===== config.mk =====
export PLATFORM = sky130hd
export DESIGN_NAME = floo_vc_credit_arbiter
export DESIGN_NICKNAME = d
export VERILOG_FILES = /design/src/rtl/floo_vc_credit_arbiter.sv
export SDC_FILE = /design/constraint.sdc
export NUM_CORES = 1
export LEC_CHECK = 0
export CORE_MARGIN = 1
export CORE_UTILIZATION = 35
export CTS_CLUSTER_DIAMETER = 30
export DETAILED_ROUTE_END_ITERATION = 12
export GPL_TIMING_DRIVEN = 1
export PLACE_DENSITY_LB_ADDON = 0.3
export SYNTH_ARGS = -nofsm -noshare
export SYNTH_HDL_FRONTEND = slang
export SYNTH_SLANG_ARGS = --single-unit

===== constraint.sdc =====
create_clock -name clk_i -period 2.3 [get_ports clk_i]
set_input_delay 0.46 -clock clk_i [delete_from_list [all_inputs] [get_ports clk_i]]
set_output_delay 0.46 -clock clk_i [all_outputs]
set_load 0.03 [all_outputs]

===== src/rtl/floo_vc_credit_arbiter.sv =====
// Credit-gated round-robin arbiter sharing one flit link among NumVc virtual channels; FLOO_VC_ARB_WATCHDOG_EN adds per-VC stall watchdogs.
// Latency: one cycle from an input handshake to out_valid_o; one flit per cycle sustained while credits last.
// Backpressure: vc_ready_o drops while the output register is full and not draining, or when the winning VC has no far-end credit.
module floo_vc_credit_arbiter #(
    parameter int unsigned NumVc       = 2,
    parameter int unsigned DataWidth   = 64,
    parameter int unsigned NumCredits  = 3,
    parameter int unsigned StallCycles = 64,
    localparam int unsigned CntW       = $clog2(NumCredits + 1),
    localparam int unsigned IdxW       = $clog2(NumVc)
) (
    input  logic                      clk_i,
    input  logic                      rst_i,
    input  logic [NumVc-1:0]          vc_valid_i,
    output logic [NumVc-1:0]          vc_ready_o,
    input  logic [NumVc*DataWidth-1:0] vc_data_i,
    output logic                      out_valid_o,
    input  logic                      out_ready_i,
    output logic [DataWidth-1:0]      out_data_o,
    output logic [IdxW-1:0]           out_vc_o,
    input  logic [NumVc-1:0]          credit_ret_i,
    output logic [NumVc*CntW-1:0]     credits_o,
    output logic                      credit_err_o,
    output logic [NumVc-1:0]          stall_err_o
);

    if (NumVc < 2 || NumCredits < 1 || StallCycles < 1) begin : g_param_check
        $error("floo_vc_credit_arbiter: NumVc >= 2, NumCredits >= 1 and StallCycles >= 1 required");
    end

    typedef enum logic {
        EMPTY = 1'b0,
        FULL  = 1'b1
    } state_e;

    state_e                 state_q, state_d;
    logic [IdxW-1:0]        rr_q;
    logic [DataWidth-1:0]   data_q;
    logic [IdxW-1:0]        vc_q;
    logic [CntW-1:0]        credit_q [NumVc];
    logic [CntW-1:0]        credit_d [NumVc];
    logic                   credit_err_q;

    logic [NumVc-1:0]       eligible;
    logic [NumVc-1:0]       send;
    logic [NumVc-1:0]       overflow;
    logic [IdxW-1:0]        winner;
    logic                   any_elig;
    logic                   free;
    logic                   handshake;
    logic [DataWidth-1:0]   sel_data;

    assign out_valid_o  = (state_q == FULL);
    assign out_data_o   = data_q;
    assign out_vc_o     = vc_q;
    assign credit_err_o = credit_err_q;
    assign free         = !out_valid_o || out_ready_i;
    assign handshake    = !rst_i && free && any_elig;

    // Eligibility uses only the registered count, so a returned credit helps one cycle later.
    always_comb begin
        eligible = '0;
        for (int unsigned k = 0; k < NumVc; k++) begin
            eligible[k] = vc_valid_i[k] && (credit_q[k] != '0);
        end
    end

    always_comb begin
        logic [IdxW:0] sum;
        winner   = '0;
        any_elig = 1'b0;
        sum      = '0;
        for (int unsigned i = 0; i < NumVc; i++) begin
            sum = {1'b0, rr_q} + (IdxW + 1)'(i);
            if (sum >= (IdxW + 1)'(NumVc)) begin
                sum = sum - (IdxW + 1)'(NumVc);
            end
            if (!any_elig && eligible[sum[IdxW-1:0]]) begin
                any_elig = 1'b1;
                winner   = sum[IdxW-1:0];
            end
        end
    end

    // Data mux is off the ready path: the grant never looks at vc_data_i.
    always_comb begin
        sel_data = '0;
        for (int unsigned k = 0; k < NumVc; k++) begin
            if (winner == IdxW'(k)) begin
                sel_data = vc_data_i[k*DataWidth +: DataWidth];
            end
        end
    end

    always_comb begin
        vc_ready_o = '0;
        if (handshake) begin
            vc_ready_o[winner] = 1'b1;
        end
    end

    always_comb begin
        state_d = state_q;
        case (state_q)
            EMPTY: begin
                if (handshake) begin
                    state_d = FULL;
                end
            end
            FULL: begin
                if (!handshake && out_ready_i) begin
                    state_d = EMPTY;
                end
            end
            default: state_d = EMPTY;
        endcase
    end

    always_ff @(posedge clk_i) begin
        if (rst_i) begin
            state_q <= EMPTY;
            data_q  <= '0;
            vc_q    <= '0;
            rr_q    <= '0;
        end else begin
            state_q <= state_d;
            if (handshake) begin
                data_q <= sel_data;
                vc_q   <= winner;
                rr_q   <= (winner == IdxW'(NumVc - 1)) ? '0 : winner + IdxW'(1);
            end
        end
    end

    always_comb begin
        send     = '0;
        overflow = '0;
        for (int unsigned k = 0; k < NumVc; k++) begin
            send[k]     = handshake && (winner == IdxW'(k));
            credit_d[k] = credit_q[k];
            if (send[k] && !credit_ret_i[k]) begin
                credit_d[k] = credit_q[k] - CntW'(1);
            end else if (credit_ret_i[k] && !send[k]) begin
                if (credit_q[k] == CntW'(NumCredits)) begin
                    overflow[k] = 1'b1;
                end else begin
                    credit_d[k] = credit_q[k] + CntW'(1);
                end
            end
        end
    end

    always_ff @(posedge clk_i) begin
        if (rst_i) begin
            for (int unsigned k = 0; k < NumVc; k++) begin
                credit_q[k] <= CntW'(NumCredits);
            end
            credit_err_q <= 1'b0;
        end else begin
            for (int unsigned k = 0; k < NumVc; k++) begin
                credit_q[k] <= credit_d[k];
            end
            credit_err_q <= |overflow;
        end
    end

    always_comb begin
        credits_o = '0;
        for (int unsigned k = 0; k < NumVc; k++) begin
            credits_o[k*CntW +: CntW] = credit_q[k];
        end
    end

`ifdef FLOO_VC_ARB_WATCHDOG_EN
    localparam int unsigned StallW = $clog2(StallCycles + 1);

    logic [StallW-1:0] stall_cnt_q [NumVc];
    logic [NumVc-1:0]  stall_err_q;

    // The flag sets on the same edge the counter arrives at StallCycles.
    always_ff @(posedge clk_i) begin
        if (rst_i) begin
            for (int unsigned k = 0; k < NumVc; k++) begin
                stall_cnt_q[k] <= '0;
            end
            stall_err_q <= '0;
        end else begin
            for (int unsigned k = 0; k < NumVc; k++) begin
                if (vc_valid_i[k] && (credit_q[k] == '0)) begin
                    if (stall_cnt_q[k] != StallW'(StallCycles)) begin
                        stall_cnt_q[k] <= stall_cnt_q[k] + StallW'(1);
                    end
                    if (stall_cnt_q[k] >= StallW'(StallCycles - 1)) begin
                        stall_err_q[k] <= 1'b1;
                    end
                end else begin
                    stall_cnt_q[k] <= '0;
                end
            end
        end
    end

    assign stall_err_o = stall_err_q;
`else
    assign stall_err_o = '0;
`endif

endmodule


==> flow_summary.json <==
{
  "final-hold-violation-count": 0,
  "yosysSeqAreaShare": 0.491,
  "peakVddDrop_uv": 370,
  "cap_violations": 0,
  "hold_path_class": "flop to flop",
  "synth-seq-cells": 72,
  "crit_buf_inv": 3,
  "syn2layout_area_growth_pct": 81.1,
  "crit_slowest_cell": "clkdlybuf4s50_1",
  "viasPerCell": 4.75,
  "crit_type": "input port to output pin",
  "syn_area_per_cell_sq_um": 8.74,
  "synth_ff_type": "dfxtp_1",
  "fp.dieW_um": 93.6,
  "worst_clock_skew_ps": 11.0,
  "cts_tree": "done",
  "cp_max_fo": 3,
  "syn_inst": 336,
  "antennaDiodeCount": 0,
  "htree_levels": 3,
  "final_antenna_net_count": 0,
  "grt_max_degree": 66,
  "clk_root_buffer_cell": "clkbuf_8",
  "finalCritPeriodShare": 0.969,
  "drive_above_1_share": 0.0584,
  "wl_per_cell_um": 13.3,
  "synth_edf_count": 0,
  "cp.required_ps": 1840,
  "yosys_warnings": 0,
  "drc": 0,
  "p_leak_nw": 1.96,
  "mostFrequentLayoutCells": "clkdlybuf4s50_1, dfxtp_1, inv_1",
  "end_kind": "output pin",
  "track_usage": 0.192,
  "period_needed_ps": 2230,
  "die_h_um": 93.6,
  "start_util": 0.359,
  "cpMostUsedCell": "buf_4",
  "rsz0062_at_grt": "no",
  "setup_viol_count_final": 0,
  "rows": 33,
  "dieArea_sq_um": 8760,
  "postRouteWirelength_mm": 8.67,
  "async_flop_share": 0,
  "cp-start-kind": "input port",
  "fin_nets": 682,
  "status": "complete, no violations",
  "slew_violations": 0,
  "max_stage_delay_ps": 410,
  "synth_cell_type_count": 25,
  "p_total_mw": 3.35,
  "cts_setup_buffers": 0,
  "routabilityCongestion": 0.830,
  "cp_top_family": "buffers and inverters",
  "fin_util": 0.650,
  "overflow": 0,
  "syn_area_sq_um": 2940,
  "timing.fmax_mhz": 449,
  "pin_count": 210,
  "crit_chain": "clkdlybuf4s50_1 -> o21a_1 -> a2111oi_4 -> buf_4 -> buf_4",
  "clkLatencyLatePin_ps": 330,
  "worst_ep_arrival_time_ps": 1770,
  "core_area_sq_um": 8180,
  "place_hpwl_mm": 6.63,
  "grt_pass1_wl_mm": 13.2,
  "grt_pass1_vias": 2974,
  "clkTransAtPathRegs_ps": 70,
  "drt_pass1_iterations": 6,
  "cts.hold.buffers_added": 0,
  "cts_resized": 0,
  "vias": 3099,
  "power_density_nw_per_um2": 631,
  "cts_buffer_depth": 2,
  "antenna_found_initial": 0,
  "cts_sinks": 72,
  "final_common_cell": "clkdlybuf4s50_1",
  "numCtsBuffers": 9,
  "port_buffers": 207,
  "first_iter_violations": 82
}
logic make-up after synthesis:
group,Yosys count,synth area share
AOI/OAI and AO/OA,147,0.318
adders and majority gates,4,0.0171
buffers and inverters,94,0.138
DFF,72,0.491
other,1,0.00128
and+or+nand+nor,18,0.0345
through the flow:
| stage | instances | setup slack (ps) | area, sq um | hold slack [ps] | TNS (ps) |
|---|---|---|---|---|---|
| final | 653 | 72.0 | 5320 | 455 | 0 |
| after global routing | 653 | 2.46 | 5320 | 480 | 0 |
| after CTS | 653 | 64.4 | 5320 | 460 | 0 |
| after detailed placement | 637 | -111 | 5110 | 448 | -221 |
| after global placement | 637 | -69.9 | 5110 | 443 | -69.9 |
| after floorplan | 337 | 68.1 | 2940 | 448 | 0 |
registers in the layout (all words and copies together) (netlist names):
register / cells
rr_q: 1
out_vc_o: 1
credit_err_o: 1
credit_q: 4
out_valid_o: 1
out_data_o: 64
per-layer routing:
layer	part of all wire	up-vias	GRT usage
li1	-	1565	-
met1	0.39	1384	0.208
met2	0.50	139	0.344
met3	0.098	11	0.0650
met4	0.011	0	0.0718
met5	0	-	0
Yosys cell counts (2+ instances only):
| cell | number | area share |
|---|---|---|
| dfxtp_1 | 72 | 0.49 |
| inv_1 | 71 | 0.091 |
| a22oi_1 | 64 | 0.16 |
| o21ai_1 | 45 | 0.077 |
| o21ai_0 | 24 | 0.041 |
| buf_2 | 8 | 0.014 |
| clkbuf_1 | 8 | 0.010 |
| a21oi_1 | 7 | 0.012 |
| nor2b_1 | 7 | 0.015 |
| buf_6 | 4 | 0.015 |
| ha_1 | 4 | 0.017 |
| buf_4 | 3 | 0.0077 |
| nand3_1 | 3 | 0.0051 |
| nand2_1 | 2 | 0.0026 |
| nor2_1 | 2 | 0.0026 |
| nor3b_1 | 2 | 0.0051 |
| o22ai_1 | 2 | 0.0043 |
power by group:
| group | total (mW) | switching (mW) | internal [mW] |
|---|---|---|---|
| clock network | 1.02 | 0.457 | 0.561 |
| registers | 1.41 | 0.0548 | 1.36 |
| logic | 0.925 | 0.449 | 0.476 |
| total | 3.35 | 0.960 | 2.39 |
area by class of cell:
cell class | count | area, sq um
Clock inverter | 4 | 52.6
Inverter | 71 | 267
Multi-Input combinational cell | 171 | 1090
Fill cell | 685 | 2860
Sequential cell | 72 | 1440
Clock buffer | 12 | 155
Tap cell | 105 | 131
Timing Repair Buffer | 218 | 2170
final timing paths:
| check | from | endpoint | slack (ps) | cells after the start |
|---|---|---|---|---|
| min | out_data_o[15] | out_data_o[15] | 460 | 2 |
| max | vc_valid_i[0] | vc_ready_o[1] | 70 | 5 |
| max reg2reg | credit_q[0][1] | credit_q[0][3] | 300 | 8 |
| min reg2reg | out_data_o[15] | out_data_o[15] | 460 | 2 |
worst register-to-register path, stage by stage, from the launching register on:
cell and delay, ps:
dfxtp_1 380, o21a_1 260, a2111oi_4 400, inv_1 110, ha_1 340, nor2b_1 120
a21oi_1 70, o22ai_1 150, nand2_1 60
Note: power is estimated with default switching activity, not from simulation.
